===== src/rtl/sample_buffer.sv =====
// Ready/valid first-word-fall-through sample FIFO with a DEPTH-entry circular buffer.
// Define SAMPLE_BUFFER_ERR_EN to add the sticky overflow/underflow flags (err_ovf, err_udf, err_clr).
module sample_buffer #(
  parameter int WIDTH = 16,
  parameter int DEPTH = 8,
  localparam int ADDR_W = $clog2(DEPTH)
) (
  input  logic              clock,
  input  logic              reset,
  input  logic [WIDTH-1:0]  A_data,
  input  logic              A_valid,
  output logic              A_ready,
  output logic [WIDTH-1:0]  Z_data,
  output logic              Z_valid,
  input  logic              Z_ready,
`ifdef SAMPLE_BUFFER_ERR_EN
  output logic              err_ovf,
  output logic              err_udf,
  input  logic              err_clr,
`endif
  output logic [ADDR_W:0]   count
);

  logic [WIDTH-1:0] mem_r [DEPTH];
  logic [ADDR_W:0]  wp_r;
  logic [ADDR_W:0]  rp_r;
  logic             empty_s;
  logic             full_s;
  logic             push_s;
  logic             pop_s;

  // The pointer MSB is a wrap bit, so equal indices mean full only when the laps differ.
  assign empty_s = (wp_r == rp_r);
  assign full_s  = (wp_r[ADDR_W-1:0] == rp_r[ADDR_W-1:0]) && (wp_r[ADDR_W] != rp_r[ADDR_W]);

  assign A_ready = !full_s && !reset;
  assign Z_valid = !empty_s;
  assign Z_data  = Z_valid ? mem_r[rp_r[ADDR_W-1:0]] : {WIDTH{1'b0}};
  assign count   = wp_r - rp_r;

  assign push_s  = A_valid && A_ready;
  assign pop_s   = Z_valid && Z_ready;

  // Pointer advance on accepted transfers.
  always_ff @(posedge clock or posedge reset) begin
    if (reset) begin
      wp_r <= {(ADDR_W+1){1'b0}};
      rp_r <= {(ADDR_W+1){1'b0}};
    end else begin
      if (push_s) begin
        wp_r <= wp_r + {{ADDR_W{1'b0}}, 1'b1};
      end else begin
        wp_r <= wp_r;
      end
      if (pop_s) begin
        rp_r <= rp_r + {{ADDR_W{1'b0}}, 1'b1};
      end else begin
        rp_r <= rp_r;
      end
    end
  end

  // Sample storage; contents survive reset.
  always_ff @(posedge clock) begin
    if (push_s) begin
      mem_r[wp_r[ADDR_W-1:0]] <= A_data;
    end
  end

`ifdef SAMPLE_BUFFER_ERR_EN
  logic err_ovf_r;
  logic err_udf_r;

  assign err_ovf = err_ovf_r;
  assign err_udf = err_udf_r;

  // Sticky protocol-violation flags; a new violation beats a same-cycle clear.
  always_ff @(posedge clock or posedge reset) begin
    if (reset) begin
      err_ovf_r <= 1'b0;
      err_udf_r <= 1'b0;
    end else begin
      err_ovf_r <= (A_valid && full_s) || (err_ovf_r && !err_clr);
      err_udf_r <= (Z_ready && empty_s) || (err_udf_r && !err_clr);
    end
  end
`endif

endmodule

===== config.mk =====
export PLATFORM = sky130hd
export DESIGN_NAME = sample_buffer
export DESIGN_NICKNAME = d
export VERILOG_FILES = /design/src/rtl/sample_buffer.sv
export SDC_FILE = /design/constraint.sdc
export NUM_CORES = 1
export LEC_CHECK = 0
export CORE_MARGIN = 2
export CORE_UTILIZATION = 60
export CTS_CLUSTER_DIAMETER = 30
export DETAILED_ROUTE_END_ITERATION = 12
export DONT_BUFFER_PORTS = 1
export HOLD_SLACK_MARGIN = 0.03
export PLACE_DENSITY = 0.75
export SETUP_SLACK_MARGIN = 0.02
export SLEW_MARGIN = 20
export SYNTH_ARGS = -nofsm -noshare
export SYNTH_HDL_FRONTEND = slang
export SYNTH_SLANG_ARGS = --single-unit

===== constraint.sdc =====
create_clock -name clock -period 9.75 [get_ports clock]
set_clock_uncertainty 0.2 [all_clocks]
set_input_delay 1.4625 -clock clock [delete_from_list [all_inputs] [get_ports clock]]
set_output_delay 1.4625 -clock clock [all_outputs]
set_load 0.02 [all_outputs]

Word level (Yosys, flattened, before mapping)
Memories as Yosys holds them, arrays and structs flattened.
Index checks and enable logic that the tools add are counted.
Widths: inputs -> output; s select.
{ "op_classes": {"n_reduce_logical": 7, "mux": 3, "eq_ne": 3, "addsub": 3} }
{ "ops": {"columns": ["cell", "n"], "rows": [
  ["$mux 16", 1],
  ["$add 4x1->4 const B", 2],
  ["$eq 4x4->1", 1],
  ["$logic_and 1x1->1", 4],
  ["$sub 4x4->4", 1],
  ["$eq 3x3->1", 1],
  ["$logic_not 1->1", 3],
  ["$mux 1", 2],
  ["$ne 1x1->1", 1]
]} }
{ "totals": {"inputBits": 20, "out_inout_bits": 22, "elab_cells": 19, "ram_bits": 128, "mem_count": 1, "regBits": 8} }
{ "mem_list": {"columns": ["memory", "depth", "word_bits", "rd", "rd_ports_with_merged_regs", "write_ports", "line_no", "source"], "rows": [
  ["mem_r", 8, 16, 1, 0, 1, "24", "logic [WIDTH-1:0] mem_r [DEPTH];"]
]} }

Depth between registers and ports, before layout
{ "logic_depth": {"depth_word": 7, "ltp_mapped": 9, "depth_no_buf": 7} }

Least setup slack after synthesis
OpenSTA, ideal clock, no wires.
{ "synth_path": {"kind": "in2reg", "startpoint": "in reset", "endpoint": "mem mem_r[0][0] (enable)", "t_arrival_ns": 3.479, "n_path_buf": 0, "path_slack_ns": 5.641, "setup_ns": 0.430, "t_required_ns": 9.120, "cell_stages": 3, "path_cell_list": "inv_1 -> o21ai_4 -> nor4_1"} }
{ "synth_between": {"elab_chain_len": 5} }
{ "synth_rtl": {"columns": ["item", "line_no", "source"], "rows": [
  ["start: declaration", "9", "input logic reset,"],
  ["$logic_not 1->1 (no line)", null, null],
  ["$logic_and 1x1->1", "36", "assign A_ready = !full_s && !reset;"],
  ["$logic_and 1x1->1", "41", "assign push_s = A_valid && A_ready;"],
  ["$mux 1", "65", "if (push_s) begin"],
  ["$mux 1 (implied by the code)", "66", "mem_r[wp_r[ADDR_W-1:0]] <= A_data;"],
  ["end: declaration", "24", null]
]} }
Every way passes these cells.

Final worst setup path
{ "layout_path": {"startpoint": "reg wp_r[0]", "endpoint": "out Z_data[13]"} }
{ "layout_between": {"elab_chain_len": 2} }
{ "layout_rtl": {"columns": ["item", "line_no", "source"], "rows": [
  ["start: declaration", "25", "logic [ADDR_W:0] wp_r;"],
  ["start signal: assignment", "47", "wp_r <= {(ADDR_W+1){1'b0}};"],
  ["start signal: assignment", "51", "wp_r <= wp_r + {{ADDR_W{1'b0}}, 1'b1};"],
  ["start signal: assignment", "53", "wp_r <= wp_r;"],
  ["$eq 4x4->1", "33", "assign empty_s = (wp_r == rp_r);"],
  ["$mux 16", "38", "assign Z_data = Z_valid ? mem_r[rp_r[ADDR_W-1:0]] : {WIDTH{1'b0}};"],
  ["end: declaration", "13", "output logic [WIDTH-1:0] Z_data,"]
]} }
Every way passes these cells.

==> impl_metrics.py <==
metrics = {
    "pwr": {
        "total_leakage_power_nw": 2.13,
        "powerDensity_nw_per_um2": 319,
        "total_power_mw": 1.96,
        "vdd.ir_drop.worst_mv": 0.219,
    },
    "logic_synthesis": {
        "synthCells": 278,
        "yosys.area.top_type": "edfxtp_1",
        "yosysSeqAreaShare_pct": 74.1,
        "synth_top_area_share_pct": 70.5,
        "syn_nets": 304,
        "yosys.cell_types.count": 29,
        "synthTopCellsByArea": "edfxtp_1 70%, mux4_2 13%, dfrtp_1 3.7%, inv_1 2.8%, o22ai_1 1.8%",
        "netlist_area_um2": 5460,
        "yosys_most_used_dff": "edfxtp_1",
        "synth-seq-cells": 136,
        "synth.avg_cell_area_um2": 19.6,
        "postSynth.asyncResetShare_pct": 5.88,
        "synth_edf_count": 128,
        "ys_warn_count": 0,
    },
    "cts": {
        "cts_inserted_buffers": 17,
        "cts_tree": "yes",
        "cts.sinks": 136,
        "clk_latency_ns": 0.50,
        "path_clk_slew_ns": 0.06,
        "holdBufCountCts": 0,
        "clockBufferDepth": 2,
        "cts-htree-levels": 4,
        "cts_resized": 0,
        "clock_tree.root_cell": "clkbuf_8",
        "post_cts_buffers": 0,
    },
    "die": {
        "rows": 34,
        "core_um2": 8760,
        "die_h_um": 99.4,
        "start_util_pct": 62.3,
        "die_x_um": 99.4,
        "die-area_um2": 9870,
        "num_io_pins": 42,
    },
    "setup_path": {
        "crit_required_ns": 8.09,
        "critical_path.startpoint_type": "flop",
        "cp.arrival_ns": 2.66,
        "critical_path_class": "reg2out",
        "cp_max_fo": 16,
        "cp.depth": 6,
        "cp-end-kind": "primary output",
        "cp_cell_sequence": "inv_1 -> ha_1 -> nand3_1 -> or2_4 -> nand2_2 -> o22ai_1",
        "slowest_stage": "o22ai_1",
        "r2r_cells": 6,
        "critPathBufInv": 1,
        "cp_slowest_stage_delay_ns": 0.52,
        "path_delay_family": "simple AND/OR/NAND/NOR gates",
    },
    "finish": {
        "area_growth_pct": 12.7,
        "antennaDiodeCount": 0,
        "utilization_pct": 70.2,
        "layout-drive-gt1-share_pct": 28.1,
        "finalNetCount": 323,
        "nFillCells": 532,
    },
    "timing": {
        "setup_viol": 0,
        "slew_viol_final": 0,
        "tightest_slew_ns": 1.03,
        "max_slew_margin_pct": 30.6,
        "hold_viol": 0,
        "fmax_ghz": 0.231,
        "tns_ns": 0,
        "rsz0062_at_grt": "no",
        "period_minus_slack_ns": 4.32,
        "min_period_over_period_pct": 44.3,
    },
    "detailed_routing": {
        "first_pass_iters": 4,
        "drc": 0,
        "final_antenna_net_count": 0,
        "wl_um": 9390,
        "num_vias": 2502,
        "drtIter0Drc": 118,
        "routedWlPerCell_um": 22.5,
        "via_per_inst": 5.99,
    },
    "place": {
        "hpwl_um": 5490,
        "place.gp.congestion": 0.827,
        "portBuffers": 0,
    },
    "global_route": {
        "grt_pass1_wl_um": 15100,
        "grt_usage_pct": 21.4,
        "grt_max_degree": 37,
        "antenna_found_initial": 0,
        "grt_pass1_vias": 2676,
        "grt-ovfl-total": 0,
    },
    "worst_hold_path": {
        "hold_path.class": "reg2reg",
        "holdPathStages": 1,
    },
    "status": {
        "status": "completed",
    },
    "job": {
        "maxCapViolations": 0,
    },
}
-- cell usage after synthesis, types with 3 or more instances --
cell	n
mux4_2	32
o22ai_1	16
edfxtp_1	128
nor3_1	4
buf_2	4
ha_1	5
dfrtp_1	8
nor4_1	3
inv_1	40
xnor2_1	6
nand3_1	5
buf_6	5
xor2_1	3
-- final cells by class --
cell class                      count  area [µm²]  share of cell area (%)
Clock inverter                     14         109                    1.77
Tap cell                          108         135                    2.20
Inverter                           41         154                    2.50
Timing Repair Buffer               10        75.1                    1.22
Sequential cell                   136        4050                    65.8
Multi-Input combinational cell     91        1210                    19.7
Clock buffer                       18         418                    6.80
-- per-stage QoR --
step / cell area [µm²] / hold WS, ns / std cells / setup WS, ns
after floorplan: 5460 / 0.308 / 278 / 5.64
after global placement: 5620 / 0.339 / 386 / 6.01
after detailed placement: 5620 / 0.346 / 386 / 5.96
after CTS: 6150 / 0.359 / 418 / 5.40
after global routing: 6150 / 0.390 / 418 / 5.29
final: 6150 / 0.355 / 418 / 5.43
-- per-layer routing --
| metal | routed length (µm) | part of all wire, % | vias up | GRT usage, % |
|---|---|---|---|---|
| li1 | - | - | 1123 | - |
| met1 | 3840 | 41 | 1292 | 29.4 |
| met2 | 4800 | 51 | 85 | 33.7 |
| met3 | 707 | 7.5 | 2 | 7.03 |
| met4 | 41 | 0.44 | 0 | 6.11 |
| met5 | 0 | 0 | - | 0 |
-- cells by family (layout without fill, tap and decap cells) --
family	Yosys count	in the layout	synth area share (%)
DFF	136	136	74.1
buffers and inverters	51	83	4.36
muxes	34	34	13.6
AOI/OAI and AO/OA	21	21	2.59
and+or+nand+nor	20	20	2.04
xor gates and xnor gates	10	10	1.74
adders and majority gates	6	6	1.51
-- registers in the layout (all words and copies together) (netlist names) --
register and flops:
rp_r 4, wp_r 4, mem_r 128
-- cell usage in the layout, fill, tap and decap left out --
cell type   count
o211ai_1        1
clkbuf_8        1
xor2_1          3
a21o_1          1
nor3_2          4
mux2_1          1
nand2_2         2
ha_1            5
buf_4          10
fa_1            1
inv_2           1
nor2_1          2
o21ai_0         1
bufinv_16       1
mux4_2         32
o22ai_1        16
mux2_2          1
edfxtp_1      128
clkbuf_16      16
clkinv_1        2
inv_1          40
nand2_1         2
xnor2_1         6
xnor2_2         1
clkbuf_1        1
inv_6           1
dfrtp_2         1
nand2_4         1
nand3_1         5
o21ai_4         1
clkinv_2        5
dfrtp_1         7
or2_4           1
a21oi_1         1
clkinvlp_4      5
nor4_2          3
-- where the power goes --
| part | leakage (nW) | internal (mW) | total (mW) | switching (mW) |
|---|---|---|---|---|
| registers | 1.25 | 0.703 | 0.741 | 0.0378 |
| clock network | 0.248 | 0.333 | 0.558 | 0.225 |
| logic | 0.634 | 0.238 | 0.662 | 0.424 |
-- final timing paths --
path,slack [ns],startpoint,end
min in group asynchronous,0.63,reset,rp_r[2]
worst min register to register,0.35,wp_r[3],wp_r[3]
max in group asynchronous,8.42,reset,rp_r[0]
worst max-delay path,5.43,wp_r[0],Z_data[13]
worst min-delay path,0.35,wp_r[3],wp_r[3]
worst max register to register,6.78,wp_r[0],mem_r[1][9]
Power figures use the tool's default switching activity.
==> edit 1, RTL diff (same settings) <==
`DEPTH`: 8 -> 16.
--- a/src/rtl/sample_buffer.sv
+++ b/src/rtl/sample_buffer.sv
@@ -3,5 +3,5 @@
 module sample_buffer #(
   parameter int WIDTH = 16,
-  parameter int DEPTH = 8,
+  parameter int DEPTH = 16,
   localparam int ADDR_W = $clog2(DEPTH)
 ) (
Interface: changed (resized count); port bits go from 42 to 43. The function was not compared with the original's and may differ.
==> edit 1 against the unedited design <==
Sequential cell count increased by 130; non-clock buffer count increased by 6; routed wire length increased by 140%; critical path depth increased by 2; worst hold slack got worse by 0.020 ns; area after synthesis increased by 93%; total power increased by 100%; cell area increased by 100%; core utilization increased by 1.2 points; synthesized cell count increased by 78%; setup slack got worse by 1.1 ns; first-iteration DRC count increased to 3.5 times the old value.
==> edit 1: results (changes against the unedited design) <==
----------------------------------------------------
[Global routing]
  Global routing usage on met3 ... 0.06037 (-0.009904)
  Vias in the first global route ... 5346 (+100%)
  Global Route met1 Usage ... 0.3478 (+0.05343)
  Overall global routing resource usage ... 0.2563 (+0.04205)

[Route]
  WL met1 ... 8628 µm (+120%)
  Sum of met3 wire segment lengths after detailed routing ... 1883 µm (+170%)
  WL per Instance ... 28.42 µm (+27%)
  Wire length after detailed routing ... 22340 µm (+140%)
  Via/cell ratio ... 6.431 (+7.4%)
  Drt first-iter violations ... 410 (+250%)

[Pwr]
  Switching pwr ... 1.235 mW (+80%)
  Leakage ... 4.058 nW (+90%)
  Maximum ir drop on the vdd rail ... 0.4036 mV (+84%)

[Synth]
  Post-Synthesis Cells ... 494 (+78%)
  Number of synthesized flops with an enable pin ... 256 (+100%)
  Area share of fa/ha/maj cells after synthesis ... 0.01259 (-0.002550)
  Share of the yosys chip area belonging to registers ... 0.7534 (+0.01207)
  Commonest cells in the synthesized netlist ... edfxtp_1 (256), mux4_2 (64), a21oi_1 (18)
  Net count of the mapped netlist ... 524 (+72%)
  Synth area leaders ... edfxtp_1 (73%), mux4_2 (14%), dfrtp_1 (2.4%), mux2_2 (1.8%), mux2i_1 (1.4%)
  Post-synthesis mux area share ... 0.1692 (+0.03298)

[Critical path]
  Critical path data arrival time ... 3.75 ns (+1.09 ns)
  Cell depth of the worst flop-to-flop path ... 9 (+3)
  Origin of the critical flop-to-flop path ... rp_r[1]
  Stage delay of the slowest cell on the critical path ... 0.73 ns (+0.21 ns)
  Peak fanout along the critical path ... 38 (+22)
  Reg2Reg Capture Point ... mem_r[2][4]

[Layout]
  Number of flip-flops in the largest register ... 256 (+100%)
  Layout cell share with drive strength beyond 1 ... 0.3244 (+0.04378)

[Clock network]
  Clk Latency, worst-skew pair ... 0.52 ns (+0.02 ns)
  CTS Buffer Depth ... 3 (+1)

[Worst hold path]
  Hold Startpoint ... wp_r[4]
  Hold path endpoint ... wp_r[4]

[Run status]
  Run status ... finished, final reports clean

----------------------------------------------------
[edit 1: area by class of cell]
| class | count | area, µm² |
|---|---|---|
| clock buffer | 54 | 1170 |
| timing repair buffer | 16 | 120.1 |
| sequential | 266 | 7941 |
| fill | 972 | 4945 |
| clock inverter | 22 | 262.8 |
| inverter | 10 | 37.54 |
| tap | 225 | 281.5 |
| multi-input combinational | 193 | 2479 |
[edit 1: worst max path at each step]
stage / startpoint / to / slack [ns]
after floorplan: rp_r[2] / Z_data[10] / 5.52
final: rp_r[1] / Z_data[0] / 4.34
after detailed placement: rp_r[1] / Z_data[0] / 4.85
after global routing: rp_r[1] / Z_data[15] / 4.10
after global placement: rp_r[1] / Z_data[14] / 5.02
after CTS: rp_r[1] / Z_data[0] / 4.29
[edit 1: worst max-delay path, delay by kind of cell, from the launching register on]
family / cells / cell delay, ns
flip-flops: 1 / 0.32
adder cells (fa/ha/maj): 1 / 0.34
AO/OA/AOI/OAI: 2 / 0.70
buffers and inverters: 3 / 0.88
AND/OR/NAND/NOR: 2 / 0.97
[edit 1: through the flow]
stage / setup WS (ns) / hold WS [ns] / utilization / total power, mW / area (µm²)
global placement: 5.020 / 0.3132 / 0.6286 / 2.497 / 10830
finish: 4.341 / 0.3347 / 0.7131 / 3.999 / 12290
floorplan: 5.519 / 0.2977 / - / 2.306 / 10540
CTS: 4.290 / 0.3325 / 0.7123 / 4.027 / 12280
detailed placement: 4.851 / 0.3262 / 0.6291 / 2.528 / 10840
global route: 4.104 / 0.3537 / 0.7131 / 4.146 / 12290
[edit 1: power by group through the flow]
stage	clock, mW	combinational [mW]	sequential (mW)
final	1.49	1.10	1.41
after global routing	1.55	1.17	1.42
after CTS	1.50	1.11	1.41
after detailed placement	0	1.10	1.43
after global placement	0	1.07	1.43
after floorplan	0	0.931	1.38
==> edit 2, RTL diff (same settings) <==
Without the edit above. Put a register stage on the output `count`, with the module's reset. The value now appears one clock later. The other outputs are not delayed to match.
--- a/src/rtl/sample_buffer.sv
+++ b/src/rtl/sample_buffer.sv
@@ -37,5 +37,11 @@
   assign Z_valid = !empty_s;
   assign Z_data  = Z_valid ? mem_r[rp_r[ADDR_W-1:0]] : {WIDTH{1'b0}};
-  assign count   = wp_r - rp_r;
+  always_ff @(posedge clock or posedge reset) begin
+    if (reset) begin
+      count <= '0;
+    end else begin
+      count <= wp_r - rp_r;
+    end
+  end
 
   assign push_s  = A_valid && A_ready;
Function: changed (a bounded check fails within 4 cycles, from zero or initial values and one cycle with reset high).
==> edit 2 against the unedited design <==
Combinational power rose by 6.9%; routed wire length up 6.1%; cell area rose by 4.4%; sequential cell count is 4 higher; first-iteration DRC count grew 68%; clock power up 16%; area after synthesis is 5.3% higher; core utilization fell by 1.0 points; cell count up 13%; setup slack got worse by 0.34 ns; sequential share of layout area down 1.2 points; total power rose by 9.2%.
==> edit 2: results (changes against the unedited design) <==
----------------------------------------------------
[Route]
  Sum of met3 wire segment lengths after detailed routing ... 449 µm (-36%)
  Total length of routed met2 wires ... 4923 µm (+2.5%)
  Wire length after detailed routing ... 9963 µm (+6.1%)
  WL met1 ... 4470 µm (+16%)
  WL per Instance ... 21.06 µm (-6.2%)
  Count of vias placed by the detailed router ... 2790 (+12%)

[Placed design]
  HPWL after detailed placement ... 5567 µm (+1.4%)
  Placed cells ... 441 (+14%)
  Post-DP Area ... 5812 µm² (+3.4%)
  RePlAce Congestion ... 0.7800 (-5.7%)
  Minimum setup slack after placement ... 5.639 ns (-0.3249 ns)

[Synth]
  Post-Synthesis Cells ... 320 (+15%)
  Parity-gate share of the synthesized area counting xor and xnor cells ... 0.01504 (-0.002395)
  Post-synthesis mux area share ... 0.1161 (-0.02009)
  Share of the yosys chip area belonging to registers ... 0.7217 (-0.01956)
  Net count of the mapped netlist ... 346 (+14%)
  Number of library cell types mapped by synthesis ... 34 (+17%)
  Area share of fa/ha/maj cells after synthesis ... 0.01438 (-0.0007554)
  Synth area leaders ... edfxtp_1 (67%), mux2i_1 (11%), dfrtp_1 (5.2%), a221oi_2 (2.6%), a22oi_1 (2.1%)
  Complex-gate fraction of the synthesized area ... 0.06254 (+0.03662)
  Commonest cells in the synthesized netlist ... edfxtp_1 (128), mux2i_1 (64), a22oi_1 (16)
  Share of synthesized flip-flops with an asynchronous set or reset ... 0.08571 (+0.02689)

[Global routing]
  Global Route met1 Usage ... 0.2810 (-0.01335)
  Met2 Track Usage GR ... 0.3340 (-0.003310)
  Global routing usage on met3 ... 0.07182 (+0.001545)
  Overall global routing resource usage ... 0.2105 (-0.003772)
  Maximum number of pins on one net before global-route repair ... 68 (+84%)
  First-pass GRT wire length ... 15550 µm (+2.6%)

[Clock network]
  Post_cts resized ... 0 (unchanged)

[Pwr]
  Maximum ir drop on the vdd rail ... 0.1634 mV (-25%)
  Switching pwr ... 767.0 µW (+12%)
  Leakage ... 2.347 nW (+10%)

[Run status]
  Run status ... finished, final reports clean

[Critical path]
  Origin of the critical flop-to-flop path ... wp_r[0]
  Cell depth of the worst flop-to-flop path ... 7 (+1)
  Reg-to-reg setup timing slack ... 6.56 ns (-0.22 ns)
  Peak fanout along the critical path ... 67 (+51)
  Reg2Reg Capture Point ... mem_r[1][6]
  Critical Path Slowest Stage Cell ... buf_4
  Largest delay contributor family on the critical path ... compound AO/OA/AOI/OAI gates
  Endpoint of the most critical setup path ... Z_data[2]
  Critical path startpoint ... rp_r[0]

[Layout]
  Fillcell total ... 620 (+17%)
  Layout cell share with drive strength beyond 1 ... 0.2064 (-0.07425)
  Count of nets after finishing ... 357 (+11%)
  Area Growth Syn to Fin ... 11.77%

[Timing]
  Clock period minus final worst setup slack ... 4.662 ns (+0.3385 ns)
  Min Hold Slack ... 0.3366 ns (-0.01803 ns)

[Worst hold path]
  Number of instances on the worst hold path ... 1 (unchanged)
  Hold Startpoint ... wp_r[3]

----------------------------------------------------
## edit 2: power by group through the flow
stage	combinational (mW)	clock (mW)	sequential [mW]
floorplan	0.640	0	0.784
global placement	0.697	0	0.793
detailed placement	0.710	0	0.797
CTS	0.716	0.654	0.785
global route	0.770	0.682	0.793
finish	0.708	0.649	0.786
## edit 2: cell families after synthesis
| group | after synthesis |
|---|---|
| adder cells (fa/ha/maj) | 6 |
| multiplexers | 66 |
| AO/OA/AOI/OAI | 36 |
| buffers and inverters | 24 |
| XOR/XNOR | 9 |
| flip-flops | 140 |
| AND/OR/NAND/NOR | 39 |
## edit 2: cell type report
| type | count | area share |
|---|---|---|
| Timing Repair Buffer | 8 | 0.009359 |
| Multi-Input combinational cell | 156 | 0.2209 |
| Clock buffer | 17 | 0.06454 |
| Sequential cell | 140 | 0.6463 |
| Clock inverter | 15 | 0.02905 |
| Tap cell | 129 | 0.02515 |
| Inverter | 8 | 0.004679 |
